--- config.mk ---
export PLATFORM = sky130hd
export DESIGN_NAME = store_drain_buffer
export DESIGN_NICKNAME = d
export VERILOG_FILES = /design/src/rtl/store_drain_buffer_pkg.sv /design/src/rtl/sdb_fwd_lookup.sv /design/src/rtl/store_drain_buffer.sv
export SDC_FILE = /design/constraint.sdc
export NUM_CORES = 1
export LEC_CHECK = 0
export CAP_MARGIN = 10
export CORE_MARGIN = 5
export CORE_UTILIZATION = 44
export DETAILED_ROUTE_END_ITERATION = 6
export PLACE_DENSITY = 0.63
export SLEW_MARGIN = 20
export SYNTH_ARGS = -nofsm -noshare
export SYNTH_HDL_FRONTEND = slang
export SYNTH_SLANG_ARGS = --single-unit
--- constraint.sdc ---
create_clock -name clk -period 8.9 [get_ports clk]
set_input_delay 0.89 -clock clk [delete_from_list [all_inputs] [get_ports clk]]
set_output_delay 0.89 -clock clk [all_outputs]
set_load 0.02 [all_outputs]
--- src/rtl/store_drain_buffer_pkg.sv ---
// Purpose : shared types and constants for the post-commit store drain buffer.
// Latency : n/a (types, constants and a pure byte-merge helper only).
// Backpr. : n/a.
//
// Contents: sdb_entry_t buffer entry, IO_PAGE default, merge_bytes() byte-lane merge.
package store_drain_buffer_pkg;

   // addr[31:24] value that routes a store to the IO port instead of data memory.
   localparam logic [7:0] IO_PAGE = 8'hFF;

   typedef struct packed {
      logic        valid;
      logic        io;     // captured at push from the address page
      logic [29:0] addr;   // word address
      logic [31:0] data;
      logic [3:0]  mask;   // byte write enables
   } sdb_entry_t;

   // Bytes enabled in new_m replace the corresponding bytes of old_d.
   function automatic logic [31:0] merge_bytes(input logic [31:0] old_d,
                                               input logic [31:0] new_d,
                                               input logic [3:0]  new_m);
      logic [31:0] res;
      res = old_d;
      for (int b = 0; b < 4; b++) begin
         if (new_m[b]) res[8*b +: 8] = new_d[8*b +: 8];
      end
      return res;
   endfunction

endpackage

--- src/rtl/sdb_fwd_lookup.sv ---
// Purpose : combinational store-to-load forwarding scan over the drain buffer.
// Latency : 0 cycles (purely combinational; the parent registers the result).
// Backpr. : none; evaluated every cycle.
//
// Ports: entries (buffer array), head, count (occupancy window), ld_addr (word address)
//        -> fwd_data (merged bytes), fwd_mask (bytes supplied).
module sdb_fwd_lookup
   import store_drain_buffer_pkg::*;
#(
   parameter int DEPTH = 4
) (
   input  sdb_entry_t [DEPTH-1:0]       entries,
   input  logic [$clog2(DEPTH)-1:0]     head,
   input  logic [$clog2(DEPTH):0]       count,
   input  logic [29:0]                  ld_addr,
   output logic [31:0]                  fwd_data,
   output logic [3:0]                   fwd_mask
);

   localparam int PTR_W = $clog2(DEPTH);
   localparam int CNT_W = PTR_W + 1;

   logic [PTR_W-1:0] idx;

   // Walk oldest -> youngest so that a younger matching store overwrites older bytes.
   always_comb begin
      fwd_data = '0;
      fwd_mask = '0;
      idx      = head;
      for (int i = 0; i < DEPTH; i++) begin
         idx = head + PTR_W'(i);
         if ((CNT_W'(i) < count) && entries[idx].valid && (entries[idx].addr == ld_addr)) begin
            fwd_data = merge_bytes(fwd_data, entries[idx].data, entries[idx].mask);
            fwd_mask = fwd_mask | entries[idx].mask;
         end
      end
   end

   // The IO flag plays no part in forwarding.
   logic [DEPTH-1:0] io_bits;
   for (genvar g = 0; g < DEPTH; g++) begin : g_io
      assign io_bits[g] = entries[g].io;
   end
   logic unused_io;
   assign unused_io = ^io_bits;

endmodule

--- src/rtl/store_drain_buffer.sv ---
// Purpose : post-commit write buffer; drains committed stores in order to data memory or IO.
// Latency : a push is presented on the drain port no earlier than the next cycle; forwarding is registered (1 cycle).
// Backpr. : no input backpressure; OUT_stall asserts at DEPTH-1 entries, drain ports hold the head while !ready.
//
// Ports: clk, rst (sync, active-high); IN_st* committed store; OUT_stall/OUT_ioBusy/OUT_empty status;
//        OUT_mem*/IN_memReady data-memory write port; OUT_io*/IN_ioReady IO write port;
//        IN_ldValid/IN_ldAddr/IN_stallLd load lookup -> OUT_fwdData/OUT_fwdMask.
// Build option: STORE_MERGE_EN merges a non-IO store into the youngest entry on a word-address match.
module store_drain_buffer
   import store_drain_buffer_pkg::*;
#(
   parameter int         DEPTH   = 4,
   parameter logic [7:0] IO_PAGE = store_drain_buffer_pkg::IO_PAGE
) (
   input  logic        clk,
   input  logic        rst,
   input  logic        IN_stValid,
   input  logic [31:0] IN_stAddr,
   input  logic [31:0] IN_stData,
   input  logic [3:0]  IN_stMask,
   output logic        OUT_stall,
   output logic        OUT_ioBusy,
   output logic        OUT_empty,
   output logic        OUT_memValid,
   output logic [29:0] OUT_memAddr,
   output logic [31:0] OUT_memData,
   output logic [3:0]  OUT_memMask,
   input  logic        IN_memReady,
   output logic        OUT_ioValid,
   output logic [29:0] OUT_ioAddr,
   output logic [31:0] OUT_ioData,
   output logic [3:0]  OUT_ioMask,
   input  logic        IN_ioReady,
   input  logic        IN_ldValid,
   input  logic [29:0] IN_ldAddr,
   input  logic        IN_stallLd,
   output logic [31:0] OUT_fwdData,
   output logic [3:0]  OUT_fwdMask
);

   localparam int PTR_W = $clog2(DEPTH);
   localparam int CNT_W = PTR_W + 1;

   sdb_entry_t [DEPTH-1:0] ent;
   logic [PTR_W-1:0]       head;
   logic [PTR_W-1:0]       tail;
   logic [CNT_W-1:0]       count;
   logic [CNT_W-1:0]       count_nxt;
   logic                   io_inflight;
   logic                   empty_q;
   logic [31:0]            fwd_data_q;
   logic [3:0]             fwd_mask_q;

   sdb_entry_t head_ent;
   sdb_entry_t new_ent;
   logic       in_io;
   logic       full;
   logic       mem_vld;
   logic       io_vld;
   logic       pop;
   logic       push;
   logic       drop;
   logic       merge_hit;
   logic       io_busy;
   logic [31:0] lk_data;
   logic [3:0]  lk_mask;

   assign head_ent = ent[head];
   assign in_io    = (IN_stAddr[31:24] == IO_PAGE);
   assign full     = (count == CNT_W'(DEPTH));

   assign new_ent = '{valid: 1'b1, io: in_io, addr: IN_stAddr[31:2], data: IN_stData, mask: IN_stMask};

   // Only one port sees the head. An IO head waits while the previous IO write is still in flight.
   assign mem_vld = head_ent.valid & ~head_ent.io;
   assign io_vld  = head_ent.valid &  head_ent.io & ~io_inflight;
   assign pop     = (mem_vld & IN_memReady) | (io_vld & IN_ioReady);

`ifdef STORE_MERGE_EN
   logic [PTR_W-1:0] tail_m1;
   sdb_entry_t       youngest;

   assign tail_m1  = tail - PTR_W'(1);
   assign youngest = ent[tail_m1];

   // When a single entry remains it is also the head; it cannot absorb bytes on the cycle it leaves.
   assign merge_hit = IN_stValid & ~in_io & (count != '0) & youngest.valid & ~youngest.io &
                      (youngest.addr == IN_stAddr[31:2]) &
                      ~((count == CNT_W'(1)) & pop);
`else
   assign merge_hit = 1'b0;
`endif

   assign push = IN_stValid & ~merge_hit & ~full;
   assign drop = IN_stValid & ~merge_hit &  full;

   always_comb begin
      count_nxt = count;
      if (push && !pop)      count_nxt = count + CNT_W'(1);
      else if (!push && pop) count_nxt = count - CNT_W'(1);
   end

   always_comb begin
      io_busy = io_inflight;
      for (int i = 0; i < DEPTH; i++) begin
         io_busy = io_busy | (ent[i].valid & ent[i].io);
      end
   end

   // Lookup sees the buffer before this cycle's updates: same-cycle push invisible, popping head visible.
   sdb_fwd_lookup #(.DEPTH(DEPTH)) u_fwd_lookup (
      .entries  (ent),
      .head     (head),
      .count    (count),
      .ld_addr  (IN_ldAddr),
      .fwd_data (lk_data),
      .fwd_mask (lk_mask)
   );

   always_ff @(posedge clk) begin
      if (rst) begin
         ent         <= '0;
         head        <= '0;
         tail        <= '0;
         count       <= '0;
         io_inflight <= 1'b0;
         empty_q     <= 1'b1;
         fwd_data_q  <= '0;
         fwd_mask_q  <= '0;
      end else begin
         if (pop) begin
            ent[head].valid <= 1'b0;
            head            <= head + PTR_W'(1);
         end
         if (push) begin
            ent[tail] <= new_ent;
            tail      <= tail + PTR_W'(1);
         end
`ifdef STORE_MERGE_EN
         if (merge_hit) begin
            ent[tail_m1].data <= merge_bytes(youngest.data, IN_stData, IN_stMask);
            ent[tail_m1].mask <= youngest.mask | IN_stMask;
         end
`endif
         count       <= count_nxt;
         io_inflight <= io_vld & IN_ioReady;
         empty_q     <= (count_nxt == '0);
         if (!IN_stallLd) begin
            fwd_data_q <= lk_data;
            fwd_mask_q <= IN_ldValid ? lk_mask : 4'h0;
         end
      end
   end

   assign OUT_stall    = (count >= CNT_W'(DEPTH - 1));
   assign OUT_ioBusy   = io_busy;
   assign OUT_empty    = empty_q;
   assign OUT_memValid = mem_vld;
   assign OUT_memAddr  = head_ent.addr;
   assign OUT_memData  = head_ent.data;
   assign OUT_memMask  = head_ent.mask;
   assign OUT_ioValid  = io_vld;
   assign OUT_ioAddr   = head_ent.addr;
   assign OUT_ioData   = head_ent.data;
   assign OUT_ioMask   = head_ent.mask;
   assign OUT_fwdData  = fwd_data_q;
   assign OUT_fwdMask  = fwd_mask_q;

   // Byte offset within the word does not matter to a word-granular buffer.
   logic unused_addr_bits;
   assign unused_addr_bits = ^IN_stAddr[1:0];

   // The upstream slot reservation should make this unreachable; a dropped store is a protocol bug.
   assert property (@(posedge clk) disable iff (rst) !drop)
      else $error("store_drain_buffer: store dropped, buffer full");

endmodule
# ---- Word level (Yosys, flattened, before mapping)
# Index checks and enable logic that the tools add are counted.
dict set report op_classes {
  add_sub_neg 6
  n_mul 0
  div_mod_pow 0
  magnitude_cmp 12
  eq_ne 6
  shift 0
  mux 44
  n_bitwise 21
  n_reduce_logical 15
}
# operator n
set op_table {}
lappend op_table {{272-bit two-way mux} 3}
lappend op_table {{68-bit binary-select mux with 2-bit select} 4}
lappend op_table {{272-bit bitwise mux} 2}
lappend op_table {{68-bit two-way mux} 6}
lappend op_table {{68-bit demux with 2-bit select} 2}
lappend op_table {{32-bit two-way mux} 4}
lappend op_table {{8-bit two-way mux} 16}
lappend op_table {{30-bit == test} 4}
lappend op_table {{4-bit two-way mux} 5}
lappend op_table {{2-bit by 3-bit less-than comparator with 1-bit output (second input constant)} 5}
lappend op_table {{1-bit logical AND} 12}
lappend op_table {{4-bit OR} 3}
lappend op_table {{1-bit AND} 10}
lappend op_table {{8-bit == test (second input constant)} 1}
lappend op_table {{1-bit by 3-bit less-than comparator with 1-bit output (first input constant)} 2}
lappend op_table {{2-bit by 3-bit less-than comparator with 1-bit output (first input constant)} 2}
lappend op_table {{3-bit two-way mux} 2}
lappend op_table {{1-bit OR} 5}
lappend op_table {{2-bit by 1-bit adder with 2-bit output (second input constant)} 2}
lappend op_table {{2-bit adder (second input constant)} 2}
lappend op_table {{2-bit by 1-bit greater-or-equal comparator with 1-bit output (second input constant)} 2}
lappend op_table {{3-bit by 1-bit adder with 3-bit output (second input constant)} 1}
lappend op_table {{3-bit == test (second input constant)} 1}
lappend op_table {{3-bit by 2-bit greater-or-equal comparator with 1-bit output (second input constant)} 1}
lappend op_table {{other kinds (4)} 7}
dict set report totals {
  reg_bits 317
  latch_bits 0
  ramBits 0
  rom_bits 0
  elab_cells 131
  mem_count 0
}

# ---- Logic depth before layout (Yosys ltp)
dict set report depth {
  depth_word 12
  depth_mapped 20
}

# ---- Modules after synthesis
# A second synthesis with hierarchy kept.
dict set report hier_totals {
  hier_cells 2746
  hier_area_um2 22646.7
}
# module n_inst cells_each area_per_inst_um2 seq_area_each_um2
set by_module_without_submodules {}
lappend by_module_without_submodules {store_drain_buffer 1 1531 13276.5 6346.1}
lappend by_module_without_submodules {sdb_fwd_lookup 1 1215 9370.2 0.0}

# ---- Least setup slack after synthesis
# No wires, ideal clock.
dict set report synth_timing {
  path_kind {register to register}
  from {register head[1]}
  to {register fwd_data_q[7] (netlist: OUT_fwdData[7])}
  setup_ns 0.074
  arrival_time_ns 4.562
  t_required_ns 8.826
  path_slack_ns 4.264
  path_stages_with_launch 19
  n_path_buf 9
  synth_period_minus_slack_ns 4.636
  path_cell_list {dfxtp_1 > buf_4 > buf_2 > buf_2 > inv_1 > clkbuf_1 > buf_1 > ha_1 > buf_2 > buf_2 > mux4_2 > xnor2_1 > o2111a_1 > buf_2 > nand3_1 > nor3_2 > clkbuf_1 > o211ai_1 > a31oi_1}
}
dict set report synth_between {
  elab_chain_cells 11
  elab_cells_between_ends 31
  cone_classes {add/sub: 3; eq/ne: 4; mux: 16; reduce/logical: 8}
}
# item line_no
set synth_lines {}
lappend synth_lines {{start: declaration} store_drain_buffer.sv:45} ;# logic [PTR_W-1:0] head;
lappend synth_lines {{start signal: assignment} store_drain_buffer.sv:133} ;# head <= head + PTR_W'(1);
lappend synth_lines {{parallel branches: the longest is 10 deep, another holds 2-bit by 1-bit adder with 2-bit output} --}
lappend synth_lines {{32-bit two-way mux (*)} sdb_fwd_lookup.sv:32} ;# if ((CNT_W'(i) < count) && entries[idx].valid && (entries[idx].addr == ld_addr)) begin
lappend synth_lines {{end signal: assignment} store_drain_buffer.sv:149} ;# fwd_data_q <= lk_data;
lappend synth_lines {{end: declaration} store_drain_buffer.sv:51} ;# logic [31:0] fwd_data_q;
# Mark *: on every way between the ends. The select of a mux whose other input is x is not followed.
# A chain may end at the register's enable or synchronous reset.

# ---- Final worst setup path
dict set report layout_timing {
  from {register head[0]}
  to {register fwd_data_q[6] (netlist: OUT_fwdData[6])}
}
# The elaborated chain is that of the path after synthesis.

==> summary.md <==
| Metric | Value |
|---|---|
| Status | finished with violations |
| Failing checks | design-rule violations |
| RSZ-0062 raised after global routing | no |
| Num Clock Sinks | 317 |
| GRT Overall Usage | 30.3% |
| Sequential-to-total area share from yosys stat | 28.9% |
| Wire length per cell | 25.7 um |
| I/O pins | 278 |
| XOR/XNOR share of the synthesized area | 4.07% |
| Crit path capture | OUT_fwdData[6] |
| Area occupied by multi-input gates | between 10000 and 15000 sq um |
| Antenna diodes | 0 |
| Mapped Nets | 2701 |
| Crit-path max FO | 57 |
| Setup TNS | 0 ns |
| Gpl congestion | 0.949 |
| CP Data Arrival Time | 7.01 ns |
| Die W | 233 um |
| Critical Path Start Type | register |
| TritonRoute pass-1 iters | 7 |
| Worst-skew pair later-pin latency | around 0.56 ns |
| Fin Clk Skew | around 0.017 ns |
| Post-CTS Hold Buffers | 0 |
| Final Cycle Share | approximately 73% |
| CP endpoint kind | register |
| Post-synthesis simple-gate area fraction | roughly 17% |
| # rows | 81 |
| Initial core utilization | 44.6% |
| Detail Route Antenna Nets | 0 |
| Fin nets | 2762 |
| Mapped Avg Cell Area | 8.49 sq um |
| FF/Latch Area | roughly 6400 sq um |
| GRT overflow | 0 |
| Core Footprint | about 49000 sq um |
| Input/output buffers | 275 |
| Setup Crit Path Kind | register to register |
| Final Hold Violating Endpoints | 0 |
| Worst hold path type | register to register |
| Tmin final | 6.53 ns |
| Synthesis-stage register bit count | 317 |
| Drt initial violations | roughly 2.7k |
| CTS clk-pin slew, worst paths | 0.06 ns |
| Worst reg2reg path depth | 11 |
| CTS resizes | 0 |
| H-tree Lvls | 2 |
| DP HPWL | 57.6 mm |
| Cts bufs inserted | 39 |
| Routed WL | 85.9 mm |
| CTS root buffer | clkbuf_16 |
| Endpoints failing setup | 0 |
| DRC | 1 |
| Worst-Margin Slew | 1.20 ns |
| Largest family of logic cells by synthesized area | multiplexers |
| Post-Place Cells | 3267 |
| FILL cells | 4556 |
| Ys flop type | dfxtp_1 |
| Compound-cell area share of the yosys netlist | 17.8% |
| Asr flop ratio synth | 0% |
| Critical Path Source | head[0] |
| Largest area contributor in the netlist | dfxtp_1 |
| Total power | 4.46 mW |
| Ranking of synthesized cells by area | dfxtp_1, mux4_2, nand2_1 |
| Setup bufs post-CTS | 0 |
| TritonCTS clock tree | done |
| Yosys warns | 0 |
| Maximum vdd ir drop | around 0.16 mV |
| Post-Layout Cell Count | 3335 |
| Power per cell area | 174 nW/um^2 |
| Layout cell share with drive strength beyond 1 | 13.0% |
| Register-to-register setup slack | around 2.4 ns |
| Synth-to-layout area growth | 16.5% |
| Post-synthesis adder-cell area fraction | 0.730% |
| Mux cell area share after synthesis | 23.4% |
| Max_slew headroom | between 10% and 20% |
| Synth top area share | 28.9% |
| FMAX | 153 MHz |
| Die area | 54400 sq um |
| First-pass GRT wire length | around 130 mm |
| # Max-Cap Violations | 0 |
| Clk buf depth | 3 |
| Initial antenna violation count | 4 |
| Drt via density | approximately 6.3 |
| Post-synth EDFFs | 0 |
| DIE HEIGHT | 233 um |
| Vias in the first global route | 19.9k |
| Max Slew Vio Count | 0 |
| Pin count of the biggest net entering global routing | 156 |
| Worst r2r dst | OUT_fwdData[6] |
| Library cells used by synthesis | 89 |
| Reg2reg start | head[0] |
| Post-Syn Instances | 2584 |
| DR vias | 21.1k |
| Static Leak | 8.04 nW |
| Post-Syn Area | 21900 sq um |
| CP Data Required Time | 9.37 ns |
==> synth_stat cells (5+ instances only) <==
cell type,n
nor2b_1,6
o211ai_1,68
o21ai_0,42
mux2_2,84
or4_1,7
inv_1,58
buf_1,16
a31oi_1,56
a211oi_1,7
mux2i_1,116
nor2_1,98
buf_6,15
a21oi_1,306
buf_2,38
nor4_1,13
nand2b_1,10
and3_1,8
dfxtp_1,317
buf_4,73
o21a_1,11
and4_1,6
o22ai_1,7
nand3_1,14
o2111ai_1,49
xnor2_1,91
a22oi_1,5
nand3b_1,22
a222oi_1,5
ha_1,12
nand4_1,34
clkbuf_1,143
nor3_1,9
mux4_2,132
a221oi_1,7
nand2_1,592
a2bb2oi_1,5
xor2_1,9
==> power breakdown <==
| group | leakage (nW) | internal [mW] | switching [mW] | total [mW] |
|---|---|---|---|---|
| sequential | 2.58 | 1.50 | 0.0974 | 1.60 |
| combinational | 4.85 | 0.501 | 0.753 | 1.25 |
| clock | 0.618 | 0.947 | 0.654 | 1.60 |
| total | 8.04 | 2.95 | 1.50 | 4.46 |
==> per-layer routing <==
metal,share of wire [%],routed length (um),global-route usage (%),vias up
li1,-,-,-,9404
met1,42,35800,42.6,10300
met2,44,38200,46.7,1224
met3,10,9000,6.39,171
met4,3.2,2780,9.75,8
met5,0.064,55,0,-
==> worst max-delay path, stage by stage, from the launching register on <==
cell and delay, ns:
dfxtp_4 0.86, buf_4 0.73, buf_4 0.81, mux2i_1 0.62
mux2i_1 0.17, xnor2_1 0.16, and4_1 0.26, nand4b_1 0.84
nor3_2 1.11, buf_4 0.42, o211ai_1 0.15, a31oi_1 0.19
==> cells in the final DEF, fill, tap and decap left out, types with 30 or more instances in the layout <==
cell	n
a21oi_1	306
a31oi_1	56
buf_4	30
clkbuf_16	41
clkdlybuf4s50_1	274
dfxtp_1	315
inv_1	58
mux2_2	84
mux2i_1	116
mux4_2	132
nand2_1	588
nand4_1	34
nor2_1	98
o2111ai_1	49
o211ai_1	68
o21ai_0	42
xnor2_1	91
==> worst min-delay path by stage <==
stage,from,endpoint,slack (ns),cells after the start
after floorplan,ent[136],ent[136],0.45,2
after global placement,ent[37],ent[37],0.45,2
after detailed placement,ent[136],ent[136],0.47,2
after CTS,ent[37],ent[37],0.47,2
after global routing,ent[204],ent[204],0.49,2
final,ent[37],ent[37],0.47,2
==> state kept, by name, indices dropped and copies added (netlist names) <==
| register | count |
|---|---|
| ent | 272 |
| tail | 2 |
| OUT_fwdData | 32 |
| OUT_empty | 1 |
| io_inflight | 1 |
| count | 3 |
| head | 2 |
| OUT_fwdMask | 4 |
==> stage by stage <==
step           worst slack [ns]  hold WS, ns  instance area (sq um)  util (%)
2_1_floorplan              4.26        0.445                  21900         -
3_3_place_gp               2.55        0.453                  24300      49.4
3_5_place_dp               2.49        0.465                  24300      49.4
4_1_cts                    2.45        0.474                  25500      51.9
5_1_grt                    2.18        0.494                  25600      52.0
6_report                   2.37        0.473                  25600      52.0
==> final cells by class <==
type	count	area share (%)
tap	664	3.25
clock buffer	55	4.46
inverter	60	0.881
sequential	317	24.9
timing repair buffer	307	11.9
multi-input combinational	1920	54.2
clock inverter	12	0.465
==> logic make-up after synthesis <==
family	Yosys count
simple gates	851
compound gates	620
buf+inv	347
mux	335
flops	317
xor+xnor	101
fa+ha+maj	13
No activity file was read; power rests on OpenSTA's default activity.
